### config.mk
export PLATFORM = sky130hd
export DESIGN_NAME = ila_lane_cmp
export DESIGN_NICKNAME = d
export VERILOG_FILES = /design/src/rtl/ila_scan_checker_lane_cmp.sv
export SDC_FILE = /design/constraint.sdc
export NUM_CORES = 1
export LEC_CHECK = 0
export ABC_AREA = 1
export BUFFER_PORTS_ARGS = -buffer_cell sky130_fd_sc_hd__clkbuf_2
export CAP_MARGIN = 30
export CELL_PAD_IN_SITES_DETAIL_PLACEMENT = 1
export CELL_PAD_IN_SITES_GLOBAL_PLACEMENT = 2
export CORE_MARGIN = 3
export CORE_UTILIZATION = 10
export DETAILED_ROUTE_END_ITERATION = 8
export GPL_TIMING_DRIVEN = 0
export PLACE_DENSITY = 0.83
export SYNTH_ARGS = -nofsm -noshare
export SYNTH_HDL_FRONTEND = slang
export SYNTH_SLANG_ARGS = --single-unit
### constraint.sdc
create_clock -name vclk -period 1.4
set_clock_uncertainty 0.05 [all_clocks]
set_input_delay 0.07 -clock vclk [all_inputs]
set_output_delay 0.07 -clock vclk [all_outputs]
set_load 0.1 [all_outputs]
### src/rtl/ila_scan_checker_lane_cmp.sv
// Combinational masked compare of one group of LANES entries: hit vector,
// hit count, and the offset/values of the lowest-numbered hit.
module ila_lane_cmp #(
  parameter int LANES = 1,
  parameter int WIDTH = 32,
  localparam int HC_W  = $clog2(LANES + 1),
  localparam int OFF_W = (LANES > 1) ? $clog2(LANES) : 1
) (
  input  logic [LANES-1:0][WIDTH-1:0] obs_i,
  input  logic [LANES-1:0][WIDTH-1:0] exp_i,
  input  logic [LANES-1:0][WIDTH-1:0] mask_i,
  input  logic                        skip_first_i,
  output logic [LANES-1:0]            hit_vec_o,
  output logic [HC_W-1:0]             hit_cnt_o,
  output logic [OFF_W-1:0]            low_off_o,
  output logic [WIDTH-1:0]            low_obs_o,
  output logic [WIDTH-1:0]            low_exp_o
);

  for (genvar gi = 0; gi < LANES; gi++) begin : g_hit
    if (gi == 0) begin : g_first
      assign hit_vec_o[gi] = (((obs_i[gi] ^ exp_i[gi]) & mask_i[gi]) != '0) && !skip_first_i;
    end else begin : g_rest
      assign hit_vec_o[gi] = ((obs_i[gi] ^ exp_i[gi]) & mask_i[gi]) != '0;
    end
  end

  // Walk downwards so the last assignment wins with the lowest hit offset.
  always_comb begin
    hit_cnt_o = '0;
    low_off_o = '0;
    low_obs_o = '0;
    low_exp_o = '0;
    for (int l = LANES - 1; l >= 0; l--) begin
      if (hit_vec_o[l]) begin
        hit_cnt_o = hit_cnt_o + HC_W'(1);
        low_off_o = OFF_W'(l);
        low_obs_o = obs_i[l];
        low_exp_o = exp_i[l];
      end
    end
  end

endmodule

Word-level counts from Yosys, hierarchy flattened. Index checks and enable logic that the tools add are counted.

Flip-flop bits (word level): 0. Output and inout port bits: 67. Word-level logic and storage cells: 8. Input bits: 97.

Reduce and logical (&&, ||, !) cells: 3. Bitwise logic cells: 2. Muxes and demuxes: 3.

Operator list (number): $mux W32 (2); $and A32 B32 Y32 (1); $reduce_bool A32 Y1 (1); $xor A32 B32 Y32 (1); $logic_and A1 B1 Y1 (1); $logic_not A1 Y1 (1); $mux W1 (1).

Longest topological paths before layout.
Word-level depth: 5. Gate-level depth with buffers: 13. Mapped depth without buffers: 10.

Worst setup path before layout. No wires, ideal clock.

Path type: input to output. Start: in obs_i[27] (netlist bit). End: out low_obs_o[22]. Path buffers: 2. Setup slack: -0.740 ns. Cell stages on the path: 12. Data required time: 1.280 ns. Arrival time: 2.020 ns. Cell sequence: inv_1 -> nand2_1 -> nand3_1 -> nand2_1 -> nor2_1 -> nand2_1 -> nor2_1 -> nand2_1 -> nand2_1 -> buf_6 -> buf_6 -> nor2_1.

Longest elaborated chain between the ends: 5.

RTL lines: from (decl) (RTL line 9) `input logic [LANES-1:0][WIDTH-1:0] obs_i,`; $xor A32 B32 Y32 (RTL line 22) `assign hit_vec_o[gi] = (((obs_i[gi] ^ exp_i[gi]) & mask_i[gi]) != '0) && !skip_first_i;`; $and A32 B32 Y32 (RTL line 22); $reduce_bool A32 Y1 (RTL line 22); $logic_and A1 B1 Y1 (RTL line 22); $mux W32 (RTL line 35) `if (hit_vec_o[l]) begin`; to (decl) (RTL line 16) `output logic [WIDTH-1:0] low_obs_o,`.

Every way passes these cells.

Final worst setup path.
Start: in exp_i[28] (netlist bit). End: out hit_vec_o.

Longest elaborated chain between the ends: 4.

RTL lines: from (decl) (RTL line 10) `input logic [LANES-1:0][WIDTH-1:0] exp_i,`; $xor A32 B32 Y32 (RTL line 22); $and A32 B32 Y32 (RTL line 22); $reduce_bool A32 Y1 (RTL line 22); $logic_and A1 B1 Y1 (RTL line 22); to (decl) (RTL line 13) `output logic [LANES-1:0] hit_vec_o,`.

Every way passes these cells.

==> flow_summary_export.csv <==
group,metric,value,unit
global_routing,overflow,0,
floorplan,die_area,12290,µm²
timing,slew_violations,0,
pwr,peakVddDrop,227.9,µV
final_layout,layout-drive-gt1-share,89.96,%
timing,finalHoldViolCount,0,
final_layout,diodes,0,
synthesis,netlist_top_cells_area,"nand2_1, nor2_1, inv_1",
critical_path,critPathArrivalTime,1.54,ns
synthesis,yosys.area.top_type_share,29.35,%
drt,vias,2382,
timing,rsz0062_at_grt,"yes",
final_layout,nets,567,
global_routing,grt_pass1_wl,12230,µm
drt,wl,8814,µm
drt,drt_iter0_drc,41,
synthesis,synth_nets,365,
floorplan,die_w,110.9,µm
place,port-buffer-count,163,
pwr,power-per-cell-area,474.0,nW/µm²
clocking,cts_hold_buf,0,
timing,finalSetupTns,-11.51,ns
final_layout,n_fill_cell,1220,
timing,holdWs,0.4370,ns
floorplan,io_pins,164,
synthesis,synth_area,1100,µm²
pwr,p_leak,2.170,nW
drt,first_pass_iters,4,
job,maxCapViolations,0,
drt,via_per_inst,3.944,
global_routing,grt_pass1_vias,2532,
global_routing,grt_max_degree,11,
synthesis,ys_types,9,
floorplan,dieHeight,110.9,µm
drt,wire_per_inst,14.59,µm
synthesis,avgSynthCellArea,4.104,µm²
final_layout,clock_buffers,0,
critical_path,crit_type,"in -> out",
final_layout,areaGrowthSynthToFinish,300.1,%
critical_path,critPathRequiredTime,1.28,ns
drt,wl_met2,5235,µm
synthesis,ys_seq_area_share,0,%
final_layout,seq_cell_count,0,
timing,fin_crit,1.661,ns
drt,topRoutingLayerUsed,"met4",
place,place_inst,567,
critical_path,start_kind,"input pin",
timing,finalSetupViolations,66,
run_status,status,"complete, but fails checks",
synthesis,synth_top_cell_by_area,"nand2_1",
place,gp_congestion,0.7863,
final_layout,regArea,0,µm²
synthesis,syn_inst,268,
final_layout,final_cells,604,
floorplan,start_util,10.47,%
drt,dr_wl_met3,649,µm
synthesis,yosys_warnings,0,
timing,clock.fmax,602.1,MHz
critical_path,critPathMaxFanout,8,
floorplan,rows,37,
place,pre_cts_ws,-0.7224,ns
global_routing,antenna_found_initial,0,
floorplan,core,10510,µm²
drt,met1_length,2842,µm
run_status,failed_checks,"setup timing",
drt,drc,0,
critical_path,critPathCaptureType,"output port",
timing,period_share,118.6,%
drt,detail-route-antenna-nets,0,
timing,timing.final.ws_setup,-0.2607,ns
global_routing,grt_use_total,11.57,%
worst_hold_path,hold_class,"in -> out",
place,dp_hpwl,5872,µm
-- layout make-up --
cell class	instances	area, µm²	area share (%)
Timing Repair Buffer	201	2374	53.94
Multi-Input combinational cell	193	1325	30.11
Inverter	66	410.4	9.326
Tap cell	136	170.2	3.867
Buffer	8	121.4	2.758
-- report_power, final --
group / leakage, nW / total [mW] / switching (mW) / internal, mW
combinational: 2.17 / 2.09 / 1.28 / 0.803
sequential: 0 / 0 / 0 / 0
clock: 0 / 0 / 0 / 0
total: 2.17 / 2.09 / 1.28 / 0.803
-- stage by stage --
stage	power, mW	area (µm²)	utilization, %
floorplan	1.100	1496	-
global placement	1.438	2482	23.62
detailed placement	1.457	2482	23.62
CTS	1.770	3462	32.94
global route	2.182	4400	41.87
finish	2.086	4400	41.87
-- synthesized netlist by cell type --
| cell | number |
|---|---|
| buf_4 | 2 |
| buf_2 | 1 |
| inv_1 | 50 |
| buf_6 | 6 |
| nand2_1 | 86 |
| nor2_1 | 74 |
| inv_2 | 16 |
| conb_1 | 1 |
| nand3_1 | 32 |
-- repair_timing --
item                       CTS  global route
gates cloned                 2             1
pin swaps                    6            54
gates resized for setup    164           253
setup endpoints to repair   66            66
buffers inserted             8            28
-- metal layers --
layer	track usage (%)	vias to the layer above
met5	0	-
met4	0.8210	0
met3	3.002	8
met2	23.58	98
met1	12.19	1105
li1	-	1171
-- cell usage in the layout (no fill, tap or decap), drive strengths merged --
cell,instances
clkinvlp,1
nand3,32
conb,1
clkinv,3
clkbuf,107
nor2,74
buf,102
nand2,86
inv,62
-- cells by family after synthesis --
logic type	Yosys count	share of synthesized area, %
buffers and inverters	75	30.49
other	1	0.3410
and+or+nand+nor	192	69.17
-- worst paths after layout --
check	start	depth (start not counted)	slack (ns)	end
worst max-delay path	exp_i[28]	15	-0.26	hit_vec_o
worst min-delay path	exp_i[9]	4	0.44	low_exp_o[9]
-- critical path, stage by stage --
cell	delay (ns)
buf_6	0.10
inv_2	0.06
nand2_1	0.07
nand3_1	0.09
nand2_2	0.06
nor2_2	0.11
nand2_2	0.09
nor2_4	0.10
nand2_2	0.07
nand2_4	0.07
buf_12	0.13
buf_12	0.11
clkinvlp_4	0.09
buf_12	0.13
clkbuf_16	0.18
No activity file was read; power rests on OpenSTA's default activity.
